## src/rtl/switch_voq_islip_sched_pkg.sv

```systemverilog
// Shared switch definitions: default port count, pointer width and the VOQ
// bit-index helper used by the scheduler, crossbar and VOQ buffers.
package switch_voq_islip_sched_pkg;

  localparam int RADIX    = 4;
  localparam int CL_RADIX = $clog2(RADIX);

  // Flat bit position of the VOQ that holds traffic from input i to output o.
  function automatic int voq_idx(input int o, input int i, input int radix = RADIX);
    return o * radix + i;
  endfunction

endpackage

```

## src/rtl/switch_voq_islip_sched_rr_pick.sv

```systemverilog
// Combinational N-wide round-robin picker: first set request at or above ptr,
// wrapping past N-1 back to 0 by explicit compare (N need not be a power of two).
module switch_rr_pick #(
  parameter int N = 4,
  parameter int W = $clog2(N)
) (
  input  logic [N-1:0] req,
  input  logic [W-1:0] ptr,
  output logic [N-1:0] grant,
  output logic         valid,
  output logic [W-1:0] idx
);

  always_comb begin
    int          c;
    logic [W-1:0] cw;
    c     = 0;
    cw    = '0;
    grant = '0;
    valid = 1'b0;
    idx   = '0;
    for (int k = 0; k < N; k++) begin
      c = int'(ptr) + k;
      if (c >= N) c = c - N;
      cw = W'(c);
      if (!valid && req[cw]) begin
        valid     = 1'b1;
        grant[cw] = 1'b1;
        idx       = cw;
      end
    end
  end

endmodule

```

## src/rtl/switch_voq_islip_sched.sv

```systemverilog
// Single-iteration iSLIP scheduler for a RADIX x RADIX VOQ crossbar. Matches
// are registered, held for a whole packet, and released on the tlast beat.
module switch_voq_islip_sched
  import switch_voq_islip_sched_pkg::*;
#(
  parameter int RADIX = switch_voq_islip_sched_pkg::RADIX
) (
  input  logic                     clk,
  input  logic                     rst,
  input  logic                     enable,
  input  logic [RADIX*RADIX-1:0]   req,
  input  logic [RADIX*RADIX-1:0]   done,
  output logic [RADIX*RADIX-1:0]   match,
  output logic [RADIX-1:0]         in_busy,
  output logic [RADIX-1:0]         out_busy
);

  localparam int CL_RADIX = $clog2(RADIX);

  // All 2-D views below are indexed [first][second] as named: [o][i] or [i][o].
  logic [RADIX-1:0][RADIX-1:0]    elig_oi;
  logic [RADIX-1:0][RADIX-1:0]    match_oi;
  logic [RADIX-1:0][RADIX-1:0]    match_io;
  logic [RADIX-1:0][RADIX-1:0]    gnt_oi;
  logic [RADIX-1:0]               gnt_valid;
  logic [RADIX-1:0][CL_RADIX-1:0] gnt_idx;
  logic [RADIX-1:0][RADIX-1:0]    gnt_io;
  logic [RADIX-1:0][RADIX-1:0]    acc_io;
  logic [RADIX-1:0][RADIX-1:0]    acc_oi;
  logic [RADIX-1:0]               acc_valid;
  logic [RADIX-1:0][CL_RADIX-1:0] acc_idx;
  logic [RADIX-1:0]               out_acc;
  logic [RADIX*RADIX-1:0]         new_match;
  logic [RADIX-1:0][CL_RADIX-1:0] gp;
  logic [RADIX-1:0][CL_RADIX-1:0] ap;

  function automatic logic [CL_RADIX-1:0] ptr_inc(input logic [CL_RADIX-1:0] p);
    return (p == CL_RADIX'(RADIX - 1)) ? '0 : p + 1'b1;
  endfunction

  for (genvar o = 0; o < RADIX; o++) begin : g_o
    for (genvar i = 0; i < RADIX; i++) begin : g_i
      localparam int K = voq_idx(o, i, RADIX);
      // Only idle pairs compete; done is irrelevant to eligibility.
      assign elig_oi[o][i]  = enable & req[K] & ~in_busy[i] & ~out_busy[o];
      assign match_oi[o][i] = match[K];
      assign match_io[i][o] = match[K];
      assign gnt_io[i][o]   = gnt_valid[o] & gnt_oi[o][i];
      assign acc_oi[o][i]   = acc_io[i][o];
      assign new_match[K]   = acc_io[i][o];
    end
  end

  for (genvar o = 0; o < RADIX; o++) begin : g_grant
    switch_rr_pick #(.N(RADIX), .W(CL_RADIX)) u_pick (
      .req   (elig_oi[o]),
      .ptr   (gp[o]),
      .grant (gnt_oi[o]),
      .valid (gnt_valid[o]),
      .idx   (gnt_idx[o])
    );

    assign out_busy[o] = |match_oi[o];
    assign out_acc[o]  = |acc_oi[o];

    // Grant pointer moves only when its grant was accepted (desynchronisation).
    always_ff @(posedge clk) begin
      if (rst) gp[o] <= '0;
      else if (out_acc[o]) gp[o] <= ptr_inc(gnt_idx[o]);
    end

    assert property (@(posedge clk) disable iff (rst) $onehot0(match_oi[o]))
      else $error("output %0d matched to more than one input", o);
  end

  for (genvar i = 0; i < RADIX; i++) begin : g_accept
    switch_rr_pick #(.N(RADIX), .W(CL_RADIX)) u_pick (
      .req   (gnt_io[i]),
      .ptr   (ap[i]),
      .grant (acc_io[i]),
      .valid (acc_valid[i]),
      .idx   (acc_idx[i])
    );

    assign in_busy[i] = |match_io[i];

    always_ff @(posedge clk) begin
      if (rst) ap[i] <= '0;
      else if (acc_valid[i]) ap[i] <= ptr_inc(acc_idx[i]);
    end

    assert property (@(posedge clk) disable iff (rst) $onehot0(match_io[i]))
      else $error("input %0d matched to more than one output", i);
  end

  // done only clears bits that are set; new matches land only on idle pairs.
  always_ff @(posedge clk) begin
    if (rst) match <= '0;
    else     match <= (match & ~done) | new_match;
  end

endmodule

```

## config.mk

```make
export PLATFORM = sky130hd
export DESIGN_NAME = switch_voq_islip_sched
export DESIGN_NICKNAME = d
export VERILOG_FILES = /design/src/rtl/switch_voq_islip_sched_pkg.sv /design/src/rtl/switch_voq_islip_sched_rr_pick.sv /design/src/rtl/switch_voq_islip_sched.sv
export SDC_FILE = /design/constraint.sdc
export NUM_CORES = 1
export LEC_CHECK = 0
export CORE_MARGIN = 1
export CORE_UTILIZATION = 45
export CTS_CLUSTER_DIAMETER = 30
export DETAILED_ROUTE_END_ITERATION = 8
export HOLD_SLACK_MARGIN = 0.05
export PLACE_DENSITY = 0.73
export SYNTH_ARGS = -nofsm -noshare
export SYNTH_HDL_FRONTEND = slang
export SYNTH_HIERARCHICAL = 1
export SYNTH_SLANG_ARGS = --single-unit
export TNS_END_PERCENT = 100
```

## constraint.sdc

```tcl
create_clock -name clk -period 6 [get_ports clk]
set_input_delay 1.2 -clock clk [delete_from_list [all_inputs] [get_ports clk]]
set_output_delay 1.2 -clock clk [all_outputs]
set_load 0.02 [all_outputs]
```

==> results.py <==
metrics = {
    "sta": {
        "skew_ps": 4.29,
        "finalCritPeriodShare": 0.949,
        "hold_ws_ps": 516,
        "fmax_ghz": 0.176,
        "timing.final.crit_period_ps": 5700,
        "worstMarginPinSlew_ps": 691,
        "tns_ps": 0,
        "hold_viol": 0,
        "setup_viol": 0,
        "drv_slew": 0,
        "relSlewSlack": 0.534,
        "grt_setup_unrepaired": "false",
    },
    "die": {
        "initial_core_util": 0.470,
        "die_area_um2": 12000,
        "die_h_um": 110,
        "io_pins": 59,
        "rows": 38,
        "coreArea_um2": 11100,
        "dieWidth_um": 110,
    },
    "setup_path": {
        "crit_start": "enable",
        "cp-start-kind": "input port",
        "critPathRequiredTime_ps": 6160,
        "critPathMaxFanout": 16,
        "worstRegToRegCells": 14,
        "crit_type": "in2reg",
        "reg2reg_setup_slack_ps": 780,
        "r2r_end": "gp[6]",
        "critical_path_arrival_ps": 5860,
        "worstSetupEndpointType": "flip-flop",
        "endpoint": "gp[6]",
        "r2r-start": "match[12]",
    },
    "drt": {
        "totalWireLength_mm": 13.6,
        "detail_route.wl_per_cell_um": 18.4,
        "first_pass_iters": 5,
        "via_count": 4687,
        "drtAntennaViolNets": 0,
        "drt_iter0_markers": 254,
        "detail_route.vias_per_cell": 6.33,
        "drc": 0,
    },
    "global_routing": {
        "grt_overflow": 0,
        "grt_use_total": 0.232,
        "antenna_found_initial": 0,
        "grt_pass1_wl_mm": 21.9,
        "grt_pass1_vias": 4305,
        "grt_max_degree": 41,
    },
    "clock_tree": {
        "cts-root-buf": "clkbuf_16",
        "clock-sinks": 32,
        "cts_max_level": 2,
        "cts_hold_buf": 0,
        "clkSlewWorstSetupHoldPaths_ps": 50,
        "clock_latency_ps": 280,
        "post_cts_buffers": 0,
        "cts_resized": 0,
        "cts_buffers": 5,
        "clock_path_buffers": 2,
        "tritoncts": "done",
    },
    "final_layout": {
        "seq_area_um2": 641,
        "areaGrowthSynthToFinish_pct": 13.1,
        "antenna_cells": 0,
        "nNetsFinal": 683,
        "drive_above_1_share": 0.133,
        "multiInputGateArea_um2": 4090,
        "fillers": 1034,
    },
    "place": {
        "dp_hpwl_mm": 10.6,
        "gp_congestion": 0.949,
        "io_buffers": 58,
    },
    "yosys": {
        "synth_top_area_frac": 0.123,
        "ys_types": 32,
        "synth_cells": 566,
        "synth.area.top_cells": "dfxtp_1 (12%), ha_1 (12%), a22oi_1 (9.2%)",
        "yosys_warnings": 6,
        "syn_area_um2": 5210,
        "yosysTopAreaCell": "dfxtp_1",
        "ys_ff_latch": 32,
        "ys_seq_area_frac": 0.123,
        "async_flop_share": 0,
        "synth_edf_count": 0,
        "yosysMostFrequentCell": "a22oi_1",
        "synth_nets": 649,
        "syn_avg_cell_area_um2": 9.20,
        "synth_common_cells": "a22oi_1 (64), inv_1 (57), ha_1 (48)",
        "synth_ff_type": "dfxtp_1",
    },
    "status": {
        "outcome": "complete, no violations",
    },
    "worst_hold_path": {
        "hold_path.class": "reg2reg",
    },
    "job": {
        "maxCapViolCount": 0,
    },
}
## area by class of cell
type | count | area share
clock inverters | 1 | 0.000850
multi-input cells | 440 | 0.694
inverters | 57 | 0.0363
clock buffers | 6 | 0.0219
flip-flops and latches | 32 | 0.109
well taps | 140 | 0.0297
repair buffers | 64 | 0.108
## how the worst min path moves through the flow
stage,slack (ps),startpoint,cells after the start,to
floorplan,510,ap[0],2,ap[0]
global placement,500,match[4],2,match[4]
detailed placement,510,match[4],2,match[4]
CTS,520,match[4],2,match[4]
global route,550,match[4],2,match[4]
finish,520,match[4],2,match[4]
## critical path, stage by stage
cell,delay (ps)
clkdlybuf4s50_1,450
inv_1,60
buf_12,160
nor4_2,460
mux4_2,470
and2b_2,280
a22oi_1,190
o21ai_0,100
and2_1,220
mux4_1,630
and2b_2,300
a22oi_1,190
o21ai_0,180
nor4_2,440
buf_4,200
mux2_2,330
## through the flow
step | area, µm² | util | cells | setup slack (ps)
2_1_floorplan | 5210 | - | 566 | 891
3_3_place_gp | 5740 | 0.519 | 733 | 88.6
3_5_place_dp | 5740 | 0.519 | 733 | -17.6
4_1_cts | 5880 | 0.531 | 740 | 254
5_1_grt | 5890 | 0.532 | 740 | 72.0
6_report | 5890 | 0.532 | 740 | 304
## layout by cell type, fill, tap and decap left out, types with 8 or more instances in the layout
cell              n
and2_1           16
clkdlybuf4s50_1  58
o21ai_0          40
o31ai_1           8
nand2b_1         39
a22oi_1          64
nor3_1           12
inv_1            57
o221ai_1          8
nor4_1           10
nor4_2           17
nor4b_4           8
o211ai_1          8
ha_1             48
mux4_2           16
nor2b_1          12
mux2_2           12
nor2_1           28
a21oi_1          20
and2b_2           8
mux4_1           16
dfxtp_1          32
a32o_1            8
mux2i_1          24
## logic make-up (layout without fill, tap and decap cells)
logic type      count (synthesis)  count (layout)  share of synthesized area
flops                          32              32                      0.123
buf+inv                        94             128                     0.0946
mux                            68              68                      0.222
simple gates                  168             168                      0.244
compound gates                156             156                      0.202
fa+ha+maj                      48              48                      0.115
## state kept, by name (all words and copies together) (netlist names)
signal and count:
match 16, gp 8, ap 8
## routing by layer
| layer | vias to the layer above | wire length [µm] | GRT usage |
|---|---|---|---|
| li1 | 2232 | - | - |
| met1 | 2258 | 6140 | 0.316 |
| met2 | 177 | 6350 | 0.394 |
| met3 | 20 | 860 | 0.0202 |
| met4 | 0 | 250 | 0.0619 |
| met5 | - | 0 | 0 |
Power is not shown: default switching activity piles up to over one toggle a cycle in this logic, so the estimate is an artifact.
